**src/rtl/keypad_scan.sv**
```systemverilog
// rtl/keypad_scan.sv - 4x4 matrix keypad scanner with frame-based debounce
//
// Drives one keypad column low at a time, samples the synchronized rows at the
// end of each column's dwell, assembles a 16-key frame, reduces it to a single
// candidate code and debounces that candidate over whole frames.
//
// Parameters:
//   SCAN_DIV        clocks each column is driven (>= 4)
//   DEBOUNCE_FRAMES identical frames needed to accept a press or a release (>= 1)
//
// Ports:
//   clk        system clock, rising edge
//   rst        synchronous active-high reset
//   row[3:0]   keypad rows, active-low, asynchronous
//   col[3:0]   keypad columns, active-low, exactly one low
//   key[3:0]   debounced key code, 0 = no key
//   key_valid  one-cycle pulse when key changes to a nonzero code
//   key_held   high while a debounced key is accepted
//
// Build option:
//   KEYPAD_MULTIKEY_REJECT_EN  when defined, frames with two or more mapped
//                              keys pressed yield candidate 0 instead of the
//                              first key in row-major order.

module keypad_scan #(
    parameter int SCAN_DIV        = 50000,
    parameter int DEBOUNCE_FRAMES = 5
) (
    input  logic       clk,
    input  logic       rst,
    input  logic [3:0] row,
    output logic [3:0] col,
    output logic [3:0] key,
    output logic       key_valid,
    output logic       key_held
);

    localparam int DW = (SCAN_DIV > 1) ? $clog2(SCAN_DIV) : 1;
    localparam int MW = $clog2(DEBOUNCE_FRAMES + 1);
    localparam logic [DW-1:0] DWELL_LAST = DW'(SCAN_DIV - 1);
    localparam logic [MW-1:0] MATCH_DONE = MW'(DEBOUNCE_FRAMES);
    localparam logic [MW-1:0] MATCH_ONE  = MW'(1);

    typedef enum logic [1:0] {
        RELEASED,
        PRESS_WAIT,
        PRESSED,
        RELEASE_WAIT
    } state_t;

    // Scanner state
    logic [3:0]    row_meta_q;
    logic [3:0]    row_sync_q;
    logic [DW-1:0] dwell_q;
    logic [1:0]    col_idx_q;
    logic [15:0]   pressed_q;   // bit r*4+c set when row r / col c was seen low
    logic          eval_q;      // frame complete, evaluate candidate this cycle

    // Debounce state
    state_t        state_q, state_d;
    logic [3:0]    stored_q, stored_d;
    logic [MW-1:0] match_q, match_d;
    logic [3:0]    key_q, key_d;
    logic          valid_q, valid_d;
    logic          held_q, held_d;

    logic [3:0]    cand;
    logic [MW-1:0] match_inc;

    function automatic logic [3:0] key_code(input int idx);
        case (idx)
            0:  key_code = 4'd1;
            1:  key_code = 4'd2;
            2:  key_code = 4'd3;
            3:  key_code = 4'd11;
            4:  key_code = 4'd4;
            5:  key_code = 4'd5;
            6:  key_code = 4'd6;
            7:  key_code = 4'd12;
            8:  key_code = 4'd7;
            9:  key_code = 4'd8;
            10: key_code = 4'd9;
            11: key_code = 4'd13;
            13: key_code = 4'd10;
            14: key_code = 4'd15;
            15: key_code = 4'd14;
            default: key_code = 4'd0;   // r3c0 is not mapped
        endcase
    endfunction

    assign col = ~(4'b0001 << col_idx_q);

    always_ff @(posedge clk) begin
        if (rst) begin
            row_meta_q <= 4'hF;
            row_sync_q <= 4'hF;
            dwell_q    <= '0;
            col_idx_q  <= 2'd0;
            pressed_q  <= '0;
            eval_q     <= 1'b0;
        end else begin
            row_meta_q <= row;
            row_sync_q <= row_meta_q;
            eval_q     <= 1'b0;
            if (dwell_q == DWELL_LAST) begin
                dwell_q   <= '0;
                col_idx_q <= col_idx_q + 2'd1;
                for (int c = 0; c < 4; c++) begin
                    if (col_idx_q == 2'(c)) begin
                        for (int r = 0; r < 4; r++) begin
                            pressed_q[r*4 + c] <= ~row_sync_q[r];
                        end
                    end
                end
                // The last column's sample completes the frame; evaluate next clock
                eval_q <= (col_idx_q == 2'd3);
            end else begin
                dwell_q <= dwell_q + DW'(1);
            end
        end
    end

    // Descending scan so the lowest row-major index wins
    always_comb begin
`ifdef KEYPAD_MULTIKEY_REJECT_EN
        logic [4:0] n_mapped;
        n_mapped = 5'd0;
`endif
        cand = 4'd0;
        for (int i = 15; i >= 0; i--) begin
            if (pressed_q[i] && (key_code(i) != 4'd0)) begin
                cand = key_code(i);
`ifdef KEYPAD_MULTIKEY_REJECT_EN
                n_mapped = n_mapped + 5'd1;
`endif
            end
        end
`ifdef KEYPAD_MULTIKEY_REJECT_EN
        if (n_mapped > 5'd1) begin
            cand = 4'd0;
        end
`endif
    end

    assign match_inc = match_q + MW'(1);

    always_comb begin
        state_d  = state_q;
        stored_d = stored_q;
        match_d  = match_q;
        key_d    = key_q;
        held_d   = held_q;
        valid_d  = 1'b0;
        if (eval_q) begin
            case (state_q)
                RELEASED: begin
                    if (cand != 4'd0) begin
                        stored_d = cand;
                        if (DEBOUNCE_FRAMES == 1) begin
                            state_d = PRESSED;
                            key_d   = cand;
                            held_d  = 1'b1;
                            valid_d = 1'b1;
                            match_d = '0;
                        end else begin
                            state_d = PRESS_WAIT;
                            match_d = MATCH_ONE;
                        end
                    end
                end
                PRESS_WAIT: begin
                    if (cand == 4'd0) begin
                        state_d = RELEASED;
                        match_d = '0;
                    end else if (cand == stored_q) begin
                        if (match_inc == MATCH_DONE) begin
                            state_d = PRESSED;
                            key_d   = stored_q;
                            held_d  = 1'b1;
                            valid_d = 1'b1;
                            match_d = '0;
                        end else begin
                            match_d = match_inc;
                        end
                    end else begin
                        stored_d = cand;
                        match_d  = MATCH_ONE;
                    end
                end
                PRESSED: begin
                    // Any nonzero candidate, even a different key, keeps the
                    // accepted key; a new key must follow a full release.
                    if (cand == 4'd0) begin
                        if (DEBOUNCE_FRAMES == 1) begin
                            state_d = RELEASED;
                            key_d   = 4'd0;
                            held_d  = 1'b0;
                            match_d = '0;
                        end else begin
                            state_d = RELEASE_WAIT;
                            match_d = MATCH_ONE;
                        end
                    end
                end
                RELEASE_WAIT: begin
                    if (cand == 4'd0) begin
                        if (match_inc == MATCH_DONE) begin
                            state_d = RELEASED;
                            key_d   = 4'd0;
                            held_d  = 1'b0;
                            match_d = '0;
                        end else begin
                            match_d = match_inc;
                        end
                    end else begin
                        state_d = PRESSED;
                        match_d = '0;
                    end
                end
                default: begin
                    state_d = RELEASED;
                    match_d = '0;
                end
            endcase
        end
    end

    always_ff @(posedge clk) begin
        if (rst) begin
            state_q  <= RELEASED;
            stored_q <= 4'd0;
            match_q  <= '0;
            key_q    <= 4'd0;
            valid_q  <= 1'b0;
            held_q   <= 1'b0;
        end else begin
            state_q  <= state_d;
            stored_q <= stored_d;
            match_q  <= match_d;
            key_q    <= key_d;
            valid_q  <= valid_d;
            held_q   <= held_d;
        end
    end

    assign key       = key_q;
    assign key_valid = valid_q;
    assign key_held  = held_q;

endmodule

```
**config.mk**
```make
export PLATFORM = sky130hd
export DESIGN_NAME = keypad_scan
export DESIGN_NICKNAME = d
export VERILOG_FILES = /design/src/rtl/keypad_scan.sv
export SDC_FILE = /design/constraint.sdc
export NUM_CORES = 1
export LEC_CHECK = 0
export CORE_ASPECT_RATIO = 2
export CORE_UTILIZATION = 55
export DETAILED_ROUTE_END_ITERATION = 10
export GPL_ROUTABILITY_DRIVEN = 0
export PLACE_DENSITY = 0.78
export SLEW_MARGIN = 20
export SYNTH_ARGS = -nofsm -noshare
export SYNTH_HDL_FRONTEND = slang
export SYNTH_SLANG_ARGS = --single-unit
export TNS_END_PERCENT = 10
```
**constraint.sdc**
```tcl
create_clock -name clk -period 4.7 [get_ports clk]
set_input_delay 0.47 -clock clk [delete_from_list [all_inputs] [get_ports clk]]
set_output_delay 0.47 -clock clk [all_outputs]
set_load 0.01 [all_outputs]
```
==> flow_summary_export.csv <==
group,metric,value,unit
outcome,status,"complete, no violations",
clock_network,cts.sinks,57,
pwr,leakagePower,1.127,nW
setup_path,critPathLaunchType,"flip-flop",
final_layout,area_growth,14.02,%
placed_design,io_buffer_count,15,
final_layout,fillCellCount,415,
die,rows,36,
sta,post-route-min-period,2.459,ns
clock_network,hold_buffers,0,
final_layout,fin_util,0.6462,
clock_network,ctsResizeCount,0,
final_layout,final_common_cell,"nor2_1",
synthesis,yosys_warnings,0,
drt,drt-total-wl,6026,um
hold_path,holdPathStages,1,
setup_path,cpMaxStageDelayCell,"or4b_1",
synthesis,avgSynthCellArea,8.536,um^2
synthesis,yosysSeqAreaShare,0.4178,
clock_network,cts_tree,"yes",
setup_path,cp.arrival,2.69,ns
setup_path,cp_top_family,"simple AND/OR/NAND/NOR gates",
job,drv_cap,0,
drt,first_pass_iters,4,
global_routing,gr-total-overflow,0,
clock_network,h-tree-depth,3,
final_layout,layout_common_cells,"nor2_1, dfxtp_1, nand2_1, a21oi_1, clkdlybuf4s50_1",
setup_path,slowest_delay,0.46,ns
pwr,p_total,0.9621,mW
sta,setup-tns-final,0,ns
sta,max_slew.worst_pin.slew,0.9614,ns
synthesis,synthDominantCellAreaShare,0.4178,
pwr,clkPwrFrac,0.469,
synthesis,synth_cells,320,
synthesis,syn_nets,333,
pwr,pwr-share-comb,0.020,
placed_design,dp_hpwl,4488,um
sta,fin_crit_sh,0.5232,
synthesis,ys_types,56,
global_routing,grt_pass1_wl,9832,um
sta,hold_violations,0,
synthesis,ys_ff_latch,57,
synthesis,synth_largest_area_cell,"dfxtp_1",
synthesis,synth_ff_type,"dfxtp_1",
setup_path,worst-path-max-fanout,7,
sta,relSlewSlack,0.3570,
sta,grt_setup_unrepaired,"no",
global_routing,antenna_found_initial,0,
drt,vias,2287,
setup_path,worstPathBufferInverterCount,0,
final_layout,final_nets,351,
setup_path,path_cells,"nor4_1 > o31ai_1 > a31oi_2 > or4b_1 > nand4_1 > and2_4 > nand2_1 > a221oi_1",
pwr,seq_power_share,0.512,
clock_network,insertion_delay,0.34,ns
setup_path,worstSetupEndpointType,"flip-flop",
global_routing,grt_pass1_vias,2256,
pwr,p_per_area,308.9,nW/um^2
synthesis,ys_top_cells_by_area,"dfxtp_1, nor2_1, nand2_1",
clock_network,cts_buffer_depth,2,
drt,wl_per_cell,15.07,um
final_layout,layout-drive-gt1-share,0.1108,
pwr,switching_share,0.2151,
clock_network,post_cts_buffers,0,
synthesis,syn_area,2731,um^2
drt,drt_iter0_drc,40,
hold_path,hp-class,"flip-flop to flip-flop",
final_layout,diodes,0,
die,die_area,5269,um^2
die,core-area,4820,um^2
drt,antenna_left,0,
sta,finClkSkew,0.008315,ns
setup_path,path_class,"flip-flop to flip-flop",
sta,finalSetupViolations,0,
drt,post-route-drc-count,0,
sta,finalMaxSlewViolations,0,
setup_path,critical_path_required,4.93,ns
die,start_util,0.5667,
sta,fmax,0.4066,GHz
clock_network,cts_buffers,9,
setup_path,cp_num_cells,8,
drt,via_per_inst,5.718,
setup_path,r2r_cells,8,
die,dieWidth,51.83,um
clock_network,clock-root-buffer,"clkbuf_8",
pwr,ir_worst_vdd,0.3175,mV
global_routing,grt_max_degree,28,
clock_network,clk_pin_slew,0.07,ns
synthesis,synth-async-reset-ratio,0,
synthesis,synth_edf_count,0,
global_routing,track_usage,0.2567,
pwr,switching_power,0.2069,mW
die,io_pins,16,
die,fp.dieH,101.7,um
pwr,intPower,0.7551,mW
[metal layers]
metal	global-route usage	wire (um)
met1	0.2108	2026
met2	0.4961	3543
met3	0.06757	153
met4	0.1684	302
met5	0	0
[area by class of cell]
cell class / instances / area, um^2 / area share
clock inverter: 3 / 40.04 / 0.01286
timing repair buffer: 16 / 157.7 / 0.05062
inverter: 12 / 45.04 / 0.01446
tap: 57 / 71.32 / 0.02290
sequential: 57 / 1141 / 0.3664
multi-input combinational: 242 / 1510 / 0.4849
clock buffer: 13 / 148.9 / 0.04781
[kinds of logic after synthesis]
logic type	Yosys count	share of synthesized area
buf+inv	21	0.02931
compound gates	56	0.1626
fa+ha+maj	7	0.03206
xor+xnor	16	0.05131
flops	57	0.4178
simple gates	160	0.2959
mux	3	0.01099
[worst paths after layout]
check | startpoint | slack [ns] | to
max | pressed_q[6] | 2.24 | flip-flop
min | row_meta_q[2] | 0.40 | row_sync_q[2]
max reg2reg | pressed_q[6] | 2.24 | flip-flop
min reg2reg | row_meta_q[2] | 0.40 | row_sync_q[2]
[cell usage after synthesis (3+ instances only)]
library cell,count
nor2_1,66
dfxtp_1,57
nand2_1,33
a21oi_1,24
inv_1,12
or2_2,10
nand4_1,9
clkbuf_1,8
xnor2_1,8
xor2_1,8
ha_1,7
nor3_1,6
nand3_1,5
or3_1,4
a211oi_1,3
a31oi_1,3
and3_1,3
mux2i_1,3
nand4b_1,3
nor4_1,3
o21ai_0,3
[worst register-to-register path, delay by kind of cell (launching register included)]
family,cells,cell delay (ns)
AOI/OAI and AO/OA,3,0.74
and+or+nand+nor,5,1.23
DFF,1,0.38
[flip-flops by register name, summed over array words and instances (netlist names), 2 cells and up, named ones only]
| signal | count |
|---|---|
| row_meta_q | 4 |
| stored_q | 4 |
| key | 4 |
| match_q | 3 |
| col_idx_q | 2 |
| dwell_q | 16 |
| pressed_q | 15 |
| row_sync_q | 4 |
[power groups by stage]
stage	clock (mW)	combinational, mW	sequential [mW]
after floorplan	0	0.0128	0.502
after global placement	0	0.0185	0.503
after detailed placement	0	0.0192	0.503
after CTS	0.453	0.0192	0.492
after global routing	0.479	0.0211	0.493
final	0.451	0.0190	0.492
[through the flow]
stage | instances | hold slack, ns | cell area (um^2) | worst slack [ns]
finish | 400 | 0.4039 | 3114 | 2.241
detailed placement | 384 | 0.3923 | 2925 | 2.296
floorplan | 320 | 0.3895 | 2731 | 2.507
global route | 400 | 0.4199 | 3114 | 2.065
global placement | 384 | 0.3916 | 2925 | 2.329
CTS | 400 | 0.4071 | 3114 | 2.247
Power figures use the tool's default switching activity.
